File: src/rtl/sha_msg_sched.sv
// SHA-2 message-schedule generator: takes 16 message words, emits W[0..ROUNDS-1]
// through a registered valid/ready port with round index and last flag.
module sha_msg_sched #(
  parameter int WORD_W = 32,
  parameter int ROUNDS = 64
) (
  input  logic              clk_i,
  input  logic              rst_ni,
  input  logic              start_i,
  input  logic              m_valid_i,
  output logic              m_ready_o,
  input  logic [WORD_W-1:0] m_data_i,
  output logic              w_valid_o,
  input  logic              w_ready_i,
  output logic [WORD_W-1:0] w_data_o,
  output logic [6:0]        w_round_o,
  output logic              w_last_o,
  output logic              busy_o
);

  typedef enum logic [1:0] {
    IDLE   = 2'd0,
    LOAD   = 2'd1,
    EXPAND = 2'd2
  } state_e;

  localparam int S0A = (WORD_W == 64) ? 1  : 7;
  localparam int S0B = (WORD_W == 64) ? 8  : 18;
  localparam int S0C = (WORD_W == 64) ? 7  : 3;
  localparam int S1A = (WORD_W == 64) ? 19 : 17;
  localparam int S1B = (WORD_W == 64) ? 61 : 19;
  localparam int S1C = (WORD_W == 64) ? 6  : 10;
  localparam logic [6:0] LAST_RND = 7'(ROUNDS - 1);

  function automatic logic [WORD_W-1:0] rotr(input logic [WORD_W-1:0] x, input int unsigned n);
    return (x >> n) | (x << (WORD_W - n));
  endfunction

  function automatic logic [WORD_W-1:0] sig0(input logic [WORD_W-1:0] x);
    return rotr(x, S0A) ^ rotr(x, S0B) ^ (x >> S0C);
  endfunction

  function automatic logic [WORD_W-1:0] sig1(input logic [WORD_W-1:0] x);
    return rotr(x, S1A) ^ rotr(x, S1B) ^ (x >> S1C);
  endfunction

  state_e            state_q, state_d;
  logic [6:0]        cnt_q, cnt_d;
  logic [WORD_W-1:0] win_q [16];
  logic              w_valid_q, w_valid_d;
  logic [WORD_W-1:0] w_data_q, w_data_d;
  logic [6:0]        w_round_q, w_round_d;
  logic              w_last_q, w_last_d;

  logic              out_free_s;
  logic              load_acc_s;
  logic              exp_go_s;
  logic              push_s;
  logic              at_last_s;
  logic [WORD_W-1:0] exp_word_s;
  logic [WORD_W-1:0] push_word_s;

  // win_q[0] is W[t-1], win_q[15] is W[t-16]
  assign exp_word_s  = sig1(win_q[1]) + win_q[6] + sig0(win_q[14]) + win_q[15];
  assign out_free_s  = !w_valid_q || w_ready_i;
  assign load_acc_s  = (state_q == LOAD) && m_valid_i && out_free_s;
  assign exp_go_s    = (state_q == EXPAND) && out_free_s;
  assign push_s      = load_acc_s || exp_go_s;
  assign push_word_s = (state_q == LOAD) ? m_data_i : exp_word_s;
  assign at_last_s   = (cnt_q == LAST_RND);

  assign m_ready_o = (state_q == LOAD) && out_free_s;
  assign busy_o    = (state_q != IDLE);
  assign w_valid_o = w_valid_q;
  assign w_data_o  = w_data_q;
  assign w_round_o = w_round_q;
  assign w_last_o  = w_last_q;

  always_comb begin
    state_d = state_q;
    cnt_d   = cnt_q;
    case (state_q)
      IDLE: begin
        if (start_i) begin
          state_d = LOAD;
          cnt_d   = 7'd0;
        end else begin
          state_d = IDLE;
        end
      end
      LOAD: begin
        if (load_acc_s) begin
          cnt_d   = cnt_q + 7'd1;
          state_d = (cnt_q == 7'd15) ? EXPAND : LOAD;
        end else begin
          state_d = LOAD;
        end
      end
      EXPAND: begin
        if (exp_go_s) begin
          cnt_d   = cnt_q + 7'd1;
          state_d = at_last_s ? IDLE : EXPAND;
        end else begin
          state_d = EXPAND;
        end
      end
      default: begin
        state_d = IDLE;
        cnt_d   = 7'd0;
      end
    endcase
  end

  always_comb begin
    w_valid_d = w_valid_q;
    w_data_d  = w_data_q;
    w_round_d = w_round_q;
    w_last_d  = w_last_q;
    if (push_s) begin
      w_valid_d = 1'b1;
      w_data_d  = push_word_s;
      w_round_d = cnt_q;
      w_last_d  = at_last_s;
    end else if (w_ready_i) begin
      w_valid_d = 1'b0;
    end else begin
      w_valid_d = w_valid_q;
    end
  end

  always_ff @(posedge clk_i or negedge rst_ni) begin
    if (!rst_ni) begin
      state_q   <= IDLE;
      cnt_q     <= 7'd0;
      w_valid_q <= 1'b0;
      w_data_q  <= '0;
      w_round_q <= 7'd0;
      w_last_q  <= 1'b0;
    end else begin
      state_q   <= state_d;
      cnt_q     <= cnt_d;
      w_valid_q <= w_valid_d;
      w_data_q  <= w_data_d;
      w_round_q <= w_round_d;
      w_last_q  <= w_last_d;
    end
  end

  // Not cleared between blocks: LOAD overwrites all 16 entries.
  always_ff @(posedge clk_i or negedge rst_ni) begin
    if (!rst_ni) begin
      win_q <= '{default: '0};
    end else if (push_s) begin
      win_q[0] <= push_word_s;
      for (int i = 1; i < 16; i++) begin
        win_q[i] <= win_q[i-1];
      end
    end
  end

endmodule

File: config.mk
export PLATFORM = sky130hd
export DESIGN_NAME = sha_msg_sched
export DESIGN_NICKNAME = d
export VERILOG_FILES = /design/src/rtl/sha_msg_sched.sv
export SDC_FILE = /design/constraint.sdc
export NUM_CORES = 1
export LEC_CHECK = 0
export CAP_MARGIN = 20
export CORE_UTILIZATION = 45
export DETAILED_ROUTE_END_ITERATION = 7
export PLACE_DENSITY = 0.68
export REMOVE_ABC_BUFFERS = 1
export SYNTH_ARGS = -nofsm -noshare
export SYNTH_HDL_FRONTEND = slang
export SYNTH_SLANG_ARGS = --single-unit
File: constraint.sdc
create_clock -name clk_i -period 5.3 [get_ports clk_i]
set_clock_uncertainty 0.05 [all_clocks]
set_input_delay 0.53 -clock clk_i [delete_from_list [all_inputs] [get_ports clk_i]]
set_output_delay 0.53 -clock clk_i [all_outputs]
set_load 0.03 [all_outputs]
# Word-level counts from Yosys, hierarchy flattened
# Cells that the tools add are included.
[totals]
mem_count = 0
word_cells = 64
output_inout_bits = 43
latch_bits = 0
mem_bits_rw = 0
in_bits = 37
romBits = 0
ff_bits = 530
[op_classes]
muxes = 13
n_div = 0
reduce_logical = 11
magnitude_cmp = 0
bitwise = 8
shift = 0
n_mul = 0
eq_ne = 7
add_sub_neg = 4
[ops]
columns = ["cell", "count"]
rows = [
  ["32-bit adder", 3],
  ["32-bit XOR", 2],
  ["32-bit two-way mux", 1],
  ["13-bit by 32-bit bitwise OR with 32-bit output", 1],
  ["14-bit by 32-bit bitwise OR with 32-bit output", 1],
  ["15-bit by 32-bit bitwise OR with 32-bit output", 1],
  ["25-bit by 32-bit bitwise OR with 32-bit output", 1],
  ["32-bit by 22-bit XOR with 32-bit output", 1],
  ["32-bit by 29-bit XOR with 32-bit output", 1],
  ["7-bit two-way mux", 3],
  ["7-bit one-hot mux with 3 select lines", 1],
  ["2-bit two-way mux", 4],
  ["7-bit by 1-bit adder with 7-bit output (second input constant)", 1],
  ["7-bit by 4-bit == test with 1-bit output (second input constant)", 1],
  ["7-bit by 6-bit == test with 1-bit output (second input constant)", 1],
  ["2-bit inequality test (second input constant)", 3],
  ["2-bit one-hot mux with 3 select lines", 1],
  ["1-bit logical AND", 4],
  ["2-bit nonzero test", 2],
  ["1-bit two-way mux", 3],
  ["3-bit AND reduction", 1],
  ["2-bit by 1-bit == test with 1-bit output (second input constant)", 1],
  ["2-bit == test (second input constant)", 1],
  ["2-bit logical NOT", 1],
  ["2 further kinds", 3],
]

# Logic depth before layout (Yosys ltp)
[logic_depth]
word_depth = 7
ltp_mapped = 18

# Least setup slack after synthesis
# OpenSTA, ideal clock, no wires.
[synth_timing]
path_type = "reg2reg"
start = "register win_q[466] (netlist name)"
end = "register win_q[503] (netlist name)"
n_path_buf = 1
t_arrival_ns = 3.746
synth_period_minus_slack_ns = 3.919
slack_ns = 1.381
path_stages_with_launch = 18
setup_time_ns = 0.123
path_cell_list = "dfrtp_1 clkbuf_1 xor2_1 xnor2_1 fa_1 fa_1 inv_1 ha_1 inv_1 fa_1 nor2b_4 o2111ai_2 o211ai_2 a31oi_2 o31ai_4 a21boi_1 xnor2_1 o221a_1"
[synth_via]
elab_chain_cells = 7
[synth_lines]
columns = ["item", "line_no", "text"]
rows = [
  ["start: declaration", "49", "logic [WORD_W-1:0] win_q [16];"],
  ["start signal: indexed assignment", "156", "win_q[i] <= win_q[i-1];"],
  ["15-bit by 32-bit bitwise OR with 32-bit output", "36", "return (x >> n) | (x << (WORD_W - n));"],
  ["32-bit XOR", "44", "return rotr(x, S1A) ^ rotr(x, S1B) ^ (x >> S1C);"],
  ["32-bit by 22-bit XOR with 32-bit output (*)", "44", ""],
  ["32-bit adder (*) (3 in series)", "64", "assign exp_word_s = sig1(win_q[1]) + win_q[6] + sig0(win_q[14]) + win_q[15];"],
  ["32-bit two-way mux (*)", "69", "assign push_word_s = (state_q == LOAD) ? m_data_i : exp_word_s;"],
]
# Mark *: on every way between the ends. The rest lies on a longest branch, timed or not.
# A chain may end at the register's enable or synchronous reset.

# Worst setup path after layout
[layout_timing]
start = "register win_q[471] (netlist name)"
end = "register win_q[508] (netlist name)"
[layout_via]
elab_chain_cells = 7
[layout_lines]
columns = ["item", "line_no"]
rows = [
  ["13-bit by 32-bit bitwise OR with 32-bit output / 15-bit by 32-bit bitwise OR with 32-bit output (equally long branches)", "36"],
  ["32-bit XOR", "44"],
  ["32-bit by 22-bit XOR with 32-bit output (*)", "44"],
  ["32-bit adder (*) (3 in series)", "64"],
  ["32-bit two-way mux (*)", "69"],
]
# Marked as above.

==> qor.csv <==
metric;value;unit
mapped cell area;0.0247;mm²
Root Driver;clkbuf_16;
Area Overhead vs Synth;12.1;%
fmax;0.226;GHz
startpoint types;flop;
Core Area;0.0540;mm²
Hold Fails Final Rpt;0;
element type at the critical path end;flop;
clk buf depth;3;
share of layout cells above drive strength 1;5.06;%
most common cell after layout, fill and taps aside;nand2_1;
vias per inst;5.03;
drt pass-1 iters;5;
WL/cell;17.1;µm
Pins Over Slew Limit;0;
Buf/Inv on CP;1;
die area;0.0558;mm²
Max Cap Violations;0;
cts bufs inserted;55;
total number of vias;17500;
Hold EP;win_q[319];
CP max stage cell;fa_1;
placed cell area;0.0257;mm²
initial antenna violation count;0;
Slew @ Worst Pin;0.974;ns
setup TNS;0;ns
hold path start;win_q[351];
critical path's largest stage delay;0.55;ns
reg2reg start;win_q[471];
Routed Antenna Nets;0;
Antenna Diode Count;0;
# clock sinks;530;
RSZ-0062 raised after global routing;false;
Die W;236;µm
Initial Utilization;45.7;%
io pins;80;
register area share after synthesis;53.7;%
fin area;0.0277;mm²
Most common cell on crit path;fa_1;
die height;236;µm
pin count of the biggest net entering global routing;181;
Hold Path Stages;2;
Async SR Flop Fraction;100;%
synthesized area per cell;8.87;µm²
#FFs+latches synth;530;
Crit path max-delay family;adder cells;
GRT Overall Usage;22.0;%
first-pass GRT wire length;96600;µm
Worst-Skew Late Latency;0.64;ns
drt drc;0;
Top FF cell, synth;dfrtp_1;
Rows;85;
WL final;59500;µm
commonest non-fill, non-tap cells in the layout;nand2_1 (1327), dfrtp_1 (530), inv_1 (134), o21ai_0 (127), xnor2_1 (92);
post-synth cell types;68;
# fillers;5001;
H-tree Lvls;2;
Tcrit/Tclk final;83.4;%
final setup vio count;0;
Place WS;0.883;ns
Critical R2R Capture;win_q[508];
status;completed;
fin util;51.3;%
DR iter-0 viols;1489;
Port Buffer Count;79;
data arrival time of the worst path;4.93;ns
post-route setup slack;0.879;ns
via count of the first global-routing pass;17400;
synth warn;0;
worst r2r path cells;13;
crit path kind;flop to flop;
fin crit period;4.42;ns
DP HPWL;40000;µm
Clock transition at path regs;0.07;ns
Reg2Reg Setup Slack;0.88;ns
EDFF count, synth;0;
CP cell instances;xor2_1 > xnor2_1 > fa_1 > fa_1 > inv_1 > ha_1 > nand4_2 > a31oi_1 > a41o_2 > a41oi_4 > o31ai_2 > mux2_4 > o21ai_2;
GR Overflow Total;0;
Routability Congestion;0.953;
required time worst endpoint;5.81;ns
Layout Nets;2874;
Rel. slew slack;35.0;%
Post-Synthesis Cells;2785;
Hold/Removal Path Class;flop to flop;
Worst Path Max Fanout;5;
CTS tree;done;
[synthesized netlist by cell type (3+ instances only)]
| master | instances | area share (%) |
|---|---|---|
| nand2_1 | 1327 | 20 |
| dfrtp_1 | 530 | 54 |
| clkbuf_1 | 149 | 2.3 |
| inv_1 | 134 | 2.0 |
| o21ai_0 | 127 | 2.6 |
| xnor2_1 | 92 | 3.3 |
| fa_1 | 62 | 5.0 |
| a21oi_1 | 54 | 1.1 |
| xor2_1 | 52 | 1.8 |
| ha_1 | 36 | 1.8 |
| buf_4 | 33 | 1.0 |
| nor2_1 | 29 | 0.44 |
| buf_1 | 15 | 0.23 |
| a21o_1 | 11 | 0.33 |
| nand4_1 | 9 | 0.23 |
| o21ai_1 | 9 | 0.18 |
| and3_1 | 8 | 0.20 |
| nand3_1 | 8 | 0.16 |
| nor3_1 | 7 | 0.14 |
| o21a_1 | 7 | 0.21 |
| a31oi_1 | 6 | 0.15 |
| mux2i_1 | 5 | 0.20 |
| nand2b_1 | 5 | 0.13 |
| a22o_1 | 4 | 0.14 |
| buf_2 | 4 | 0.081 |
| o21bai_1 | 4 | 0.12 |
| o22ai_1 | 4 | 0.10 |
| buf_6 | 3 | 0.14 |
| nor2b_1 | 3 | 0.076 |
[final cells by class]
class,count,area (µm²),share of cell area (%)
Inverter,134,503,1.82
Timing Repair Buffer,102,1090,3.95
Clock inverter,29,405,1.46
Tap cell,696,871,3.14
Multi-Input combinational cell,1916,10000,36.2
Sequential cell,530,13300,47.9
Clock buffer,73,1530,5.54
[worst max-delay path by stage]
stage                from         end  cells past startpoint
3_3_place_gp   win_q[468]  win_q[503]                     16
3_5_place_dp   win_q[467]  win_q[508]                     14
6_report       win_q[471]  win_q[508]                     13
2_1_floorplan  state_q[1]  win_q[508]                      7
4_1_cts        win_q[469]  win_q[508]                     14
5_1_grt        win_q[468]  win_q[511]                     16
[metrics by stage]
step,cells,hold slack [ns]
after floorplan,2580,0.184
after global placement,3376,0.396
after detailed placement,3377,0.400
after CTS,3480,0.412
after global routing,3480,0.424
final,3480,0.409
[registers in the layout, summed over array words and instances (netlist names)]
signal / flops
cnt_q: 7
state_q: 2
w_last_o: 1
w_round_o: 7
w_valid_o: 1
win_q: 512
[timing repair]
action / CTS / global route
hold buffers: 1 / 0
buffers inserted: 0 / 0
hold endpoints to repair: 29 / 0
resized for setup: 0 / 0
setup endpoints to repair: 0 / 0
[metal layers]
| layer | vias up | track usage (%) | wire length (µm) |
|---|---|---|---|
| met4 | 0 | 7.65 | 1910 |
| met3 | 97 | 3.01 | 2500 |
| met2 | 325 | 34.1 | 27200 |
| met1 | 8652 | 31.7 | 27900 |
| li1 | 8429 | - | - |
| met5 | - | 0 | 0 |
[worst min-delay path, delay by kind of cell (launching register included)]
family / cells / cell delay [ns]
flops: 1 / 0.34
simple gates: 2 / 0.10
[logic make-up (layout without fill, tap and decap cells)]
logic type	count (synthesis)	after routing	share of synthesized area (%)
muxes	6	6	0.263
and+or+nand+nor	1410	1410	22.0
AOI/OAI and AO/OA	258	258	6.29
xor gates and xnor gates	144	144	5.11
buffers and inverters	339	338	5.78
adders and majority gates	98	98	6.85
DFF	530	530	53.7
Power is left out: the tool's default activity adds up to more than one toggle a clock period on the data nets, which glitch-free logic cannot reach.
